[src/rtl/upc_checkout_ctrl_if.sv]
// Checkout controller bus: the item handshake, the operator controls and
// the tally/status outputs. The master (input debouncing and test drivers)
// presents items. The slave (the controller) classifies and counts them.
interface upc_checkout_ctrl_if #(
    parameter int COUNT_W  = 8,
    parameter int STOLEN_W = 4
) ();
    // Item handshake
    logic                item_valid;
    logic [2:0]          item_upc;
    logic                item_marked;
    logic                item_ready;

    // Operator / transaction controls
    logic                end_txn;
    logic                alarm_ack;

    // Status and tallies
    logic                alarm;
    logic                last_discount;
    logic                last_stolen;
    logic [COUNT_W-1:0]  item_count;
    logic [COUNT_W-1:0]  discount_count;
    logic [STOLEN_W-1:0] stolen_count;
    logic                txn_done;
    logic                busy;

    modport master (
        output item_valid, item_upc, item_marked, end_txn, alarm_ack,
        input  item_ready, alarm, last_discount, last_stolen,
               item_count, discount_count, stolen_count, txn_done, busy
    );

    modport slave (
        input  item_valid, item_upc, item_marked, end_txn, alarm_ack,
        output item_ready, alarm, last_discount, last_stolen,
               item_count, discount_count, stolen_count, txn_done, busy
    );
endinterface

[src/rtl/upc_checkout_ctrl.sv]
// Sequential UPC checkout controller. It classifies each accepted item as
// discounted and/or stolen and tallies items per transaction. A stolen item
// halts scanning in ALARM until the operator acknowledges it.
module upc_checkout_ctrl #(
    parameter int COUNT_W  = 8,
    parameter int STOLEN_W = 4
) (
    input  logic                clk,
    input  logic                reset_n,
    upc_checkout_ctrl_if.slave  bus
);

    typedef enum logic [1:0] {
        IDLE  = 2'd0,
        SCAN  = 2'd1,
        ALARM = 2'd2,
        DONE  = 2'd3
    } state_t;

    localparam logic [COUNT_W-1:0]  COUNT_MAX  = {COUNT_W{1'b1}};
    localparam logic [STOLEN_W-1:0] STOLEN_MAX = {STOLEN_W{1'b1}};

    state_t              state_q, state_d;
    logic [COUNT_W-1:0]  item_count_q, item_count_d;
    logic [COUNT_W-1:0]  discount_count_q, discount_count_d;
    logic [STOLEN_W-1:0] stolen_count_q, stolen_count_d;
    logic                last_discount_q, last_discount_d;
    logic                last_stolen_q, last_stolen_d;

    logic u_bit, p_bit, c_bit;
    logic is_discount, is_expensive, is_stolen;
    logic item_ready;
    logic accept;

    // Classify the presented item with the UPC discount/stolen rules
    always_comb begin
        u_bit        = bus.item_upc[2];
        p_bit        = bus.item_upc[1];
        c_bit        = bus.item_upc[0];
        is_discount  = (~u_bit & ~p_bit) | (u_bit & p_bit & ~c_bit);
        is_expensive = (u_bit & c_bit) | (~u_bit & ~p_bit & ~c_bit);
        is_stolen    = is_expensive & ~bus.item_marked;
    end

    // The handshake and status outputs are decoded from the state register
    // only, so the inputs have no combinational path to them.
    assign item_ready = (state_q == IDLE) || (state_q == SCAN);
    assign accept     = bus.item_valid & item_ready;

    assign bus.item_ready     = item_ready;
    assign bus.alarm          = (state_q == ALARM);
    assign bus.txn_done       = (state_q == DONE);
    assign bus.busy           = (state_q == SCAN) || (state_q == ALARM);
    assign bus.last_discount  = last_discount_q;
    assign bus.last_stolen    = last_stolen_q;
    assign bus.item_count     = item_count_q;
    assign bus.discount_count = discount_count_q;
    assign bus.stolen_count   = stolen_count_q;

    // Next-state and counter update. In IDLE an accepted item starts a fresh tally.
    always_comb begin
        // NOTE: every signal gets a default before the case, so paths
        // that do not assign it hold the value and no latch is inferred.
        state_d          = state_q;
        item_count_d     = item_count_q;
        discount_count_d = discount_count_q;
        stolen_count_d   = stolen_count_q;
        last_discount_d  = last_discount_q;
        last_stolen_d    = last_stolen_q;

        unique case (state_q)
            IDLE: begin
                // end_txn is deliberately ignored: no transaction is open yet
                if (accept) begin
                    item_count_d     = COUNT_W'(1);
                    discount_count_d = COUNT_W'(is_discount);
                    stolen_count_d   = STOLEN_W'(is_stolen);
                    last_discount_d  = is_discount;
                    last_stolen_d    = is_stolen;
                    state_d          = is_stolen ? ALARM : SCAN;
                end
            end

            SCAN: begin
                if (accept) begin
                    if (item_count_q != COUNT_MAX)
                        item_count_d = item_count_q + COUNT_W'(1);
                    if (is_discount && (discount_count_q != COUNT_MAX))
                        discount_count_d = discount_count_q + COUNT_W'(1);
                    if (is_stolen && (stolen_count_q != STOLEN_MAX))
                        stolen_count_d = stolen_count_q + STOLEN_W'(1);
                    last_discount_d = is_discount;
                    last_stolen_d   = is_stolen;
                end
                // A stolen item counts first. It takes priority over a
                // simultaneous end_txn, which is then dropped.
                if (accept && is_stolen)
                    state_d = ALARM;
                else if (bus.end_txn)
                    state_d = DONE;
            end

            ALARM: begin
                if (bus.alarm_ack)
                    state_d = SCAN;
            end

            DONE: begin
                // Counters hold through DONE and IDLE so the display keeps the totals
                state_d = IDLE;
            end

            default: state_d = IDLE;
        endcase
    end

    // State and tally registers with synchronous active-low reset
    always_ff @(posedge clk) begin
        // NOTE: sequential state uses non-blocking assignments, so every
        // flop samples the pre-edge values no matter how the statements are ordered.
        if (!reset_n) begin
            // NOTE: the reset is sampled on the clock edge (synchronous).
            // It clears every register, including a mid-ALARM state.
            state_q          <= IDLE;
            item_count_q     <= '0;
            discount_count_q <= '0;
            stolen_count_q   <= '0;
            last_discount_q  <= 1'b0;
            last_stolen_q    <= 1'b0;
        end else begin
            state_q          <= state_d;
            item_count_q     <= item_count_d;
            discount_count_q <= discount_count_d;
            stolen_count_q   <= stolen_count_d;
            last_discount_q  <= last_discount_d;
            last_stolen_q    <= last_stolen_d;
        end
    end

endmodule

[src/flat_wrapper.sv]
// flat-port wrapper written by rule: the top's interface ports become plain ports
module upc_checkout_ctrl_flat 
#(
    parameter int COUNT_W  = 8,
    parameter int STOLEN_W = 4
)
  (clk, reset_n, bus_item_valid, bus_item_upc, bus_item_marked, bus_end_txn, bus_alarm_ack, bus_item_ready, bus_alarm, bus_last_discount, bus_last_stolen, bus_item_count, bus_discount_count, bus_stolen_count, bus_txn_done, bus_busy);
  upc_checkout_ctrl_if #(.COUNT_W(COUNT_W), .STOLEN_W(STOLEN_W)) bus_i ();
  input  logic clk;
  input  logic reset_n;
  input wire logic [$bits(bus_i.item_valid)-1:0] bus_item_valid;
  input wire logic [$bits(bus_i.item_upc)-1:0] bus_item_upc;
  input wire logic [$bits(bus_i.item_marked)-1:0] bus_item_marked;
  input wire logic [$bits(bus_i.end_txn)-1:0] bus_end_txn;
  input wire logic [$bits(bus_i.alarm_ack)-1:0] bus_alarm_ack;
  output wire logic [$bits(bus_i.item_ready)-1:0] bus_item_ready;
  output wire logic [$bits(bus_i.alarm)-1:0] bus_alarm;
  output wire logic [$bits(bus_i.last_discount)-1:0] bus_last_discount;
  output wire logic [$bits(bus_i.last_stolen)-1:0] bus_last_stolen;
  output wire logic [$bits(bus_i.item_count)-1:0] bus_item_count;
  output wire logic [$bits(bus_i.discount_count)-1:0] bus_discount_count;
  output wire logic [$bits(bus_i.stolen_count)-1:0] bus_stolen_count;
  output wire logic [$bits(bus_i.txn_done)-1:0] bus_txn_done;
  output wire logic [$bits(bus_i.busy)-1:0] bus_busy;
  assign bus_i.item_valid = bus_item_valid;
  assign bus_i.item_upc = bus_item_upc;
  assign bus_i.item_marked = bus_item_marked;
  assign bus_i.end_txn = bus_end_txn;
  assign bus_i.alarm_ack = bus_alarm_ack;
  assign bus_item_ready = bus_i.item_ready;
  assign bus_alarm = bus_i.alarm;
  assign bus_last_discount = bus_i.last_discount;
  assign bus_last_stolen = bus_i.last_stolen;
  assign bus_item_count = bus_i.item_count;
  assign bus_discount_count = bus_i.discount_count;
  assign bus_stolen_count = bus_i.stolen_count;
  assign bus_txn_done = bus_i.txn_done;
  assign bus_busy = bus_i.busy;
  upc_checkout_ctrl #(.COUNT_W(COUNT_W), .STOLEN_W(STOLEN_W)) u_core (.clk(clk), .reset_n(reset_n), .bus(bus_i));
endmodule
[config.mk]
export PLATFORM = sky130hd
export DESIGN_NAME = upc_checkout_ctrl_flat
export DESIGN_NICKNAME = d
export VERILOG_FILES = /design/src/rtl/upc_checkout_ctrl_if.sv /design/src/rtl/upc_checkout_ctrl.sv /design/src/flat_wrapper.sv
export SDC_FILE = /design/constraint.sdc
export NUM_CORES = 1
export LEC_CHECK = 0
export CORE_MARGIN = 8
export CORE_UTILIZATION = 48
export CTS_CLUSTER_SIZE = 24
export DETAILED_ROUTE_END_ITERATION = 16
export PLACE_DENSITY = 0.82
export SKIP_LAST_GASP = 1
export SYNTH_ARGS = -nofsm -noshare
export SYNTH_HDL_FRONTEND = slang
export SYNTH_SLANG_ARGS = --single-unit
export TNS_END_PERCENT = 100
[constraint.sdc]
create_clock -name clk -period 2.3 [get_ports clk]
set_input_delay 0.575 -clock clk [delete_from_list [all_inputs] [get_ports clk]]
set_output_delay 0.575 -clock clk [all_outputs]
set_load 0.05 [all_outputs]
==> impl_metrics.py, run 1 <==
metrics = {
    "outcome": {
        "status": "finished clean",
    },
    "finish": {
        "drive_above_1_share": 0.132,
        "fillCellCount": 234,
        "multi_input_area_um2": 835,
        "syn_to_final_growth_pct": 31.5,
        "antenna_cells": 0,
        "finalInstanceArea_um2": 1820,
        "regArea_um2": 482,
        "fin_nets": 222,
        "fin_cells": 236,
    },
    "grt": {
        "grt_antenna_before_repair": 0,
        "grt_overflow": 0,
        "grt_max_degree": 17,
        "grtUsageTotal": 0.148,
        "grt_pass1_vias": 1384,
        "grt_pass1_wl_um": 6280,
    },
    "setup_path": {
        "path_cells": "clkdlybuf4s50_1",
        "path_class": "reg2out",
        "crit_path_top_delay_cell": "clkdlybuf4s50_1",
        "cp.arrival_ps": 1640,
        "cp_num_buf_inv": 1,
        "cp.required_ps": 1730,
        "crit_family": "buffers and inverters",
        "max_stage_delay_ps": 860,
        "crit_fanout": 7,
        "cp-start-kind": "flop",
        "crit_path_end_kind": "output port",
    },
    "synth": {
        "syn_inst": 166,
        "synth-seq-cells": 24,
        "synth_area_um2": 1380,
        "yosysUniqueCellTypes": 44,
        "ys_warn_count": 0,
        "synth-main-ff-cell": "dfxtp_1",
        "synth_fp_nets": 182,
        "synth_edf_count": 0,
        "async_flop_share": 0,
        "yosysSeqAreaShare": 0.348,
        "syn_area_per_cell_um2": 8.33,
    },
    "routing": {
        "post_drt_wl_per_cell_um": 15.0,
        "vias_per_cell": 5.76,
        "wirelength_um": 3550,
        "drtAntennaViolNets": 0,
        "vias": 1359,
        "drc_errors": 0,
        "drtIter0Drc": 81,
        "first_pass_iters": 4,
    },
    "die": {
        "ios": 35,
        "die_height_um": 69.7,
        "die_area_um2": 4850,
        "initial_core_util": 0.501,
        "num_rows": 19,
        "dieWidth_um": 69.7,
        "core_um2": 2760,
    },
    "place": {
        "dp_hpwl_um": 2740,
        "placedCellCount": 232,
        "placed_area_um2": 1760,
        "io_buffers": 34,
        "dpl_worst_slack_ps": -35.3,
        "gp_congestion": 0.841,
    },
    "sta": {
        "timing.hold.ws_ps": 471,
        "tightest_slew_ps": 513,
        "hold_violations": 0,
        "finalSetupViolCount": 0,
        "fin_crit_ps": 2220,
        "finalCritPeriodShare": 0.964,
        "fmax_mhz": 451,
        "slew_headroom": 0.657,
        "timing.final.ws_setup_ps": 82.6,
        "skew_ps": 5.21,
        "slew_violations": 0,
        "rsz0062_at_grt": "false",
    },
    "clock_tree": {
        "clock-sinks": 24,
        "clock-root-buffer": "clkbuf_4",
        "htree_num_levels": 1,
        "cts_buffers": 3,
        "cts_max_path_buffers": 2,
        "clk_pin_slew_ps": 130,
        "clkLatencyLatePin_ps": 320,
        "tritoncts": "yes",
        "cts_setup_buffers": 0,
    },
    "power_and_ir_drop": {
        "p_per_area_nw_per_um2": 913,
        "ir_drop_mv": 1.13,
        "finalPower_mw": 1.66,
        "leakage_nw": 0.669,
    },
    "hold_path": {
        "holdCritPathClass": "reg2reg",
    },
    "run": {
        "max_cap_viol_count": 0,
    },
}
## through the flow
| step | util | TNS, ps |
|---|---|---|
| after CTS | 0.658 | 0 |
| after detailed placement | 0.639 | -73.5 |
| final | 0.659 | 0 |
| after global routing | 0.659 | 0 |
| after floorplan | - | 0 |
| after global placement | 0.639 | 0 |
## area by class of cell
| cell class | instances | share of cell area |
|---|---|---|
| Clock buffer | 3 | 0.0124 |
| Tap cell | 31 | 0.0213 |
| Inverter | 6 | 0.0124 |
| Multi-Input combinational cell | 131 | 0.459 |
| Timing Repair Buffer | 40 | 0.213 |
| Clock inverter | 1 | 0.0165 |
| Sequential cell | 24 | 0.265 |
## flip-flops by register name, summed over array words and instances (netlist names)
signal,count
u_core.bus.stolen_count,4
u_core.bus.item_count,8
u_core.bus.discount_count,8
u_core.bus.last_discount,1
u_core.state_q,2
u_core.bus.last_stolen,1
## cell usage in the layout (no fill, tap or decap), drive strengths merged, types with 2 or more instances in the layout
master         count
a211oi             3
a21o               2
a21oi             10
a22o               2
a31oi              3
and3               4
buf               10
clkbuf             3
clkdlybuf4s50     30
dfxtp             24
ha                 7
inv                6
mux2i              3
nand2             16
nand2b             3
nand3              8
nand4              6
nor2              19
nor3               6
o21ai             14
o22ai              2
or2                2
or3                2
xnor2              6
## logic make-up after synthesis
family / synth area share
multiplexers: 0.0217
AO/OA/AOI/OAI: 0.229
XOR/XNOR: 0.0380
flip-flops: 0.348
buffers and inverters: 0.0507
adder cells (fa/ha/maj): 0.0633
AND/OR/NAND/NOR: 0.250
## worst register-to-register path: stages (launching register included)
cell and delay (ps):
dfxtp_1 370, inv_1 110, ha_1 280, o21a_1 320, o21ai_2 190, nor3_1 220, xnor2_1 160, nor2_1 50
## power breakdown
part / switching, mW / internal [mW] / total (mW) / leakage [nW]
Combinational: 0.546 / 0.307 / 0.853 / 0.446
Sequential: 0.0432 / 0.455 / 0.498 / 0.195
Clock: 0.133 / 0.176 / 0.309 / 0.0279
Total: 0.722 / 0.938 / 1.66 / 0.669
## path summary, 6_finish.rpt
| path | start | to | slack (ps) | cells after the start |
|---|---|---|---|---|
| worst max register to register | u_core.state_q[1] | u_core.bus.item_count[5] | 480 | 7 |
| worst min register to register | u_core.bus.last_stolen | u_core.bus.last_stolen | 470 | 2 |
| worst max-delay path | u_core.bus.discount_count[4] | bus_discount_count[4] | 80 | 1 |
| worst min-delay path | u_core.bus.last_stolen | u_core.bus.last_stolen | 470 | 2 |
## synthesized netlist by cell type (4+ instances only)
cell type | number | area, um2
nand3_1 | 8 | 40.0
nand4_1 | 6 | 37.5
and3_1 | 4 | 25.0
nand2_1 | 16 | 60.1
xnor2_1 | 6 | 52.6
dfxtp_1 | 24 | 480
a21oi_1 | 7 | 35.0
nor2_1 | 19 | 71.3
nor3_1 | 6 | 30.0
inv_1 | 6 | 22.5
ha_1 | 7 | 87.6
o21ai_0 | 8 | 40.0
## repair_timing
item,in CTS,in global routing
endpoints found under the setup margin,0,1
gates resized for setup,0,2
hold buffers,0,0
## routing by layer
metal,share of wire,global-route usage,vias to the layer above
met4,0.0096,0.0491,0
met2,0.49,0.262,43
met5,0,0,-
met3,0.069,0.0401,4
li1,-,-,681
met1,0.43,0.166,631
No activity file was read; power rests on OpenSTA's default activity.
==> inputs of run 2 (changes only) <==
--- a/config.mk
+++ b/config.mk
@@ -5,12 +5,12 @@
 export SDC_FILE = /design/constraint.sdc
 export NUM_CORES = 1
 export LEC_CHECK = 0
-export CORE_MARGIN = 8
 export CORE_UTILIZATION = 48
 export CTS_CLUSTER_SIZE = 24
 export DETAILED_ROUTE_END_ITERATION = 16
 export PLACE_DENSITY = 0.82
 export SKIP_LAST_GASP = 1
+export SLEW_MARGIN = 20
 export SYNTH_ARGS = -nofsm -noshare
 export SYNTH_HDL_FRONTEND = slang
 export SYNTH_SLANG_ARGS = --single-unit
==> impl_metrics.py, run 2 (synthesis results as in run 1) <==
metrics = {
    "finish": {
        "fillCellCount": 230,
        "final_cell_mix": "30 x clkdlybuf4s50_1, 23 x dfxtp_1, 19 x nor2_1",
        "finalInstanceArea_um2": 1820,
        "drive_above_1_share": 0.122,
        "final_common_cell": "clkdlybuf4s50_1",
        "syn_to_final_growth_pct": 31.4,
        "fin_nets": 222,
        "antenna_cells": 0,
    },
    "die": {
        "core_um2": 2730,
        "ios": 35,
        "dieWidth_um": 55.7,
        "die_height_um": 55.7,
        "num_rows": 19,
        "die_area_um2": 3100,
        "initial_core_util": 0.506,
    },
    "routing": {
        "vias": 1367,
        "post_drt_wl_per_cell_um": 14.0,
        "vias_per_cell": 5.79,
        "drtAntennaViolNets": 0,
        "wirelength_um": 3310,
        "drtIter0Drc": 52,
        "drc_errors": 0,
        "first_pass_iters": 4,
    },
    "sta": {
        "slew_headroom": 0.661,
        "finalCritPeriodShare": 0.958,
        "timing.hold.ws_ps": 478,
        "finalSetupViolCount": 0,
        "rsz0062_at_grt": "false",
        "slew_violations": 0,
        "fmax_mhz": 454,
        "timing.final.ws_setup_ps": 96.1,
        "fin_crit_ps": 2200,
        "tightest_slew_ps": 507,
        "hold_violations": 0,
        "fin_tns_setup_ps": 0,
        "skew_ps": 7.03,
    },
    "clock_tree": {
        "cts_hold_buf": 0,
        "cts_buffers": 3,
        "cts_max_path_buffers": 2,
        "htree_num_levels": 1,
        "tritoncts": "yes",
        "clock-root-buffer": "clkbuf_4",
        "clk_pin_slew_ps": 140,
        "clock-sinks": 24,
        "clkLatencyLatePin_ps": 320,
    },
    "place": {
        "gp_congestion": 0.857,
        "dpl_worst_slack_ps": -66.7,
        "io_buffers": 34,
        "placed_area_um2": 1760,
        "dp_hpwl_um": 2500,
    },
    "setup_path": {
        "cp-start-kind": "flop",
        "crit_fanout": 7,
        "cp_num_buf_inv": 1,
        "crit_family": "buffers and inverters",
        "cp.arrival_ps": 1630,
        "cp.required_ps": 1730,
        "path_class": "reg2out",
        "crit_path_end_kind": "output port",
        "path_cells": "clkdlybuf4s50_1",
        "crit_path_top_delay_cell": "clkdlybuf4s50_1",
        "ff2ff_path_depth": 8,
        "max_stage_delay_ps": 850,
        "path_depth": 1,
    },
    "grt": {
        "grt_pass1_vias": 1271,
        "grtUsageTotal": 0.225,
        "grt_overflow": 0,
        "grt_antenna_before_repair": 0,
        "grt_max_degree": 15,
        "grt_pass1_wl_um": 5650,
    },
    "outcome": {
        "status": "finished clean",
    },
    "hold_path": {
        "holdCritPathClass": "reg2reg",
        "whs_path_depth": 2,
    },
    "power_and_ir_drop": {
        "leakage_nw": 0.673,
        "finalPower_mw": 1.66,
        "p_per_area_nw_per_um2": 916,
        "ir_drop_mv": 1.32,
    },
    "run": {
        "max_cap_viol_count": 0,
    },
}
==> run 2: cell count changes in the layout (fill, tap and decap cells not counted) <==
cell and delta:
buf_4 -1, ha_2 -1, ha_1 +1, dlygate4sd2_1 +1
==> run 2: cell type report <==
| class | count | area, um2 | share of cell area |
|---|---|---|---|
| Inverter | 6 | 22.5 | 0.0124 |
| Clock inverter | 1 | 30.0 | 0.0165 |
| Multi-Input combinational cell | 131 | 832 | 0.458 |
| Tap cell | 31 | 38.8 | 0.0213 |
| Timing Repair Buffer | 40 | 389 | 0.214 |
| Clock buffer | 3 | 22.5 | 0.0124 |
| Sequential cell | 24 | 482 | 0.265 |
==> run 2: stage by stage <==
stage / cells / utilization
6_report: 236 / 0.665
5_1_grt: 236 / 0.665
4_1_cts: 236 / 0.664
3_5_place_dp: 232 / 0.645
3_3_place_gp: 232 / 0.645
2_1_floorplan: 166 / -
==> run 2: final timing paths <==
kind	startpoint	slack, ps	end
max	u_core.bus.discount_count[4]	100	bus_discount_count[4]
min	u_core.bus.last_stolen	480	u_core.bus.last_stolen
max reg2reg	u_core.state_q[1]	330	u_core.bus.discount_count[2]
min reg2reg	u_core.bus.last_stolen	480	u_core.bus.last_stolen
==> run 2: metal layers <==
metal,vias to the layer above,part of all wire,track usage
li1,686,-,-
met1,627,0.48,0.293
met2,52,0.46,0.368
met3,2,0.049,0.0326
met4,0,0.0094,0.104
met5,-,0,0
==> run 2: worst min-delay path, stage by stage (launching register included) <==
cell,delay [ps]
dfxtp_1,340
nand2_1,50
a21oi_1,50
==> run 2: power by group <==
part | switching [mW] | total (mW) | internal (mW) | leakage [nW]
Sequential | 0.0431 | 0.498 | 0.455 | 0.195
Combinational | 0.544 | 0.855 | 0.311 | 0.451
Clock | 0.135 | 0.311 | 0.176 | 0.0279
==> run 2: timing repair <==
| item | 4_1_cts | 5_1_grt |
|---|---|---|
| resized for setup | 1 | 1 |
| setup endpoints to repair | 1 | 1 |
| setup buffers | 0 | 0 |
==> inputs of run 3 (changes only) <==
--- a/config.mk
+++ b/config.mk
@@ -5,10 +5,10 @@
 export SDC_FILE = /design/constraint.sdc
 export NUM_CORES = 1
 export LEC_CHECK = 0
-export CORE_UTILIZATION = 48
+export CORE_UTILIZATION = 35
 export CTS_CLUSTER_SIZE = 24
 export DETAILED_ROUTE_END_ITERATION = 16
-export PLACE_DENSITY = 0.82
+export PLACE_DENSITY = 0.64
 export SKIP_LAST_GASP = 1
 export SLEW_MARGIN = 20
 export SYNTH_ARGS = -nofsm -noshare
==> constraint.sdc (replaced) <==
create_clock -name clk -period 2.3 [get_ports clk]
set_input_delay 0.46 -clock clk [delete_from_list [all_inputs] [get_ports clk]]
set_output_delay 0.46 -clock clk [all_outputs]
set_load 0.05 [all_outputs]
==> impl_metrics.py, run 3 (synthesis results as in run 1) <==
metrics = {
    "die": {
        "core_um2": 3720,
        "initial_core_util": 0.372,
        "die_height_um": 64.9,
        "dieWidth_um": 64.9,
        "ios": 35,
        "die_area_um2": 4210,
        "num_rows": 22,
    },
    "clock_tree": {
        "cts_hold_buf": 0,
        "clock-sinks": 24,
        "cts_buffers": 3,
        "cts_setup_buffers": 0,
        "htree_num_levels": 1,
        "cts-resized-gates": 0,
        "clk_pin_slew_ps": 90,
        "cts_max_path_buffers": 2,
        "clock-root-buffer": "clkbuf_8",
        "tritoncts": "yes",
        "clkLatencyLatePin_ps": 270,
    },
    "sta": {
        "finalSetupViolCount": 0,
        "tightest_slew_ps": 502,
        "slew_violations": 0,
        "timing.hold.ws_ps": 466,
        "skew_ps": 1.44,
        "fin_crit_ps": 2210,
        "fmax_mhz": 452,
        "slew_headroom": 0.665,
        "hold_violations": 0,
        "rsz0062_at_grt": "false",
        "finalCritPeriodShare": 0.962,
    },
    "place": {
        "io_buffers": 34,
        "dp_hpwl_um": 2630,
        "gp_congestion": 0.811,
    },
    "routing": {
        "drtAntennaViolNets": 0,
        "drtIter0Drc": 83,
        "post_drt_wl_per_cell_um": 13.7,
        "drc_errors": 0,
        "vias_per_cell": 5.36,
        "wirelength_um": 3460,
        "first_pass_iters": 4,
        "vias": 1356,
    },
    "grt": {
        "use_met1": 0.225,
        "top_usage_layer": "met2",
        "grt_pass1_wl_um": 5690,
        "use_met2": 0.268,
        "grt_overflow": 0,
        "grt_pass1_vias": 1303,
        "grt_antenna_before_repair": 0,
        "use_met3": 0.0264,
        "grtUsageTotal": 0.171,
        "grt_max_degree": 15,
    },
    "power_and_ir_drop": {
        "clockPowerShare": 0.216,
        "p_per_area_nw_per_um2": 939,
        "comb_power_share": 0.498,
        "p_switching_mw": 0.742,
        "finalPower_mw": 1.75,
        "ir_drop_mv": 0.883,
        "p_int_mw": 1.00,
        "leakage_nw": 0.674,
        "sw_frac_of_total": 0.425,
        "seqPwrFrac": 0.286,
    },
    "finish": {
        "antenna_cells": 0,
        "fin_util": 0.500,
        "fin_nets": 222,
        "syn_to_final_growth_pct": 34.5,
        "fillCellCount": 378,
        "final_common_cell": "clkdlybuf4s50_1",
        "drive_above_1_share": 0.112,
        "final_cell_mix": "32 x clkdlybuf4s50_1, 24 x dfxtp_1, 19 x nor2_1",
    },
    "setup_path": {
        "setup.worst_path.start": "u_core.state_q[0]",
        "crit_path_top_delay_cell": "clkdlybuf4s50_1",
        "path_class": "reg2out",
        "cp-start-kind": "flop",
        "crit_fanout": 6,
        "path_cells": "inv_1, ha_1, clkdlybuf4s50_1",
        "cp.required_ps": 1840,
        "r2r_start": "u_core.state_q[0]",
        "max_stage_delay_ps": 710,
        "crit_path_end_kind": "output port",
        "cp.arrival_ps": 1750,
    },
    "hold_path": {
        "holdCritPathClass": "reg2reg",
        "hold_path_startpoint": "u_core.bus.last_stolen",
    },
    "outcome": {
        "status": "finished clean",
    },
    "run": {
        "max_cap_viol_count": 0,
    },
}
## run 3: layout make-up
type                            instances  area (um2)  area share
Multi-Input combinational cell        131         832       0.448
Inverter                                6        22.5      0.0121
Timing Repair Buffer                   40         393       0.211
Sequential cell                        24         480       0.258
Clock inverter                          1        30.0      0.0162
Tap cell                               48        60.1      0.0323
Clock buffer                            3        41.3      0.0222
## run 3: critical path, delay by kind of cell, from the launching register on
kind / cells / cell delay, ps
buf+inv: 2 / 810
flops: 1 / 450
fa+ha+maj: 1 / 230
## run 3: final timing paths
kind	end	slack, ps	depth (start not counted)
hold / removal	u_core.bus.last_stolen	470	2
setup reg to reg	u_core.bus.discount_count[2]	400	7
hold reg to reg	u_core.bus.last_stolen	470	2
setup / recovery	bus_alarm	90	3
## run 3: metal layers
metal,vias to the layer above,wire (um)
met4,0,38
met5,-,0
met2,37,1610
met1,629,1700
li1,684,-
met3,6,106
## run 3: through the flow
stage	instances	area, um2	setup slack (ps)	TNS, ps
6_report	253	1860	87.0	0
2_1_floorplan	166	1380	348	0
4_1_cts	253	1860	86.5	0
3_5_place_dp	249	1790	-9.36	-9.36
5_1_grt	253	1860	15.4	0
3_3_place_gp	249	1790	114	0
## run 3: power by group through the flow
stage / logic, mW / clock network [mW] / registers (mW)
3_3_place_gp: 0.845 / 0 / 0.504
4_1_cts: 0.867 / 0.381 / 0.498
2_1_floorplan: 0.560 / 0 / 0.566
5_1_grt: 0.936 / 0.404 / 0.505
6_report: 0.870 / 0.377 / 0.498
3_5_place_dp: 0.861 / 0 / 0.508
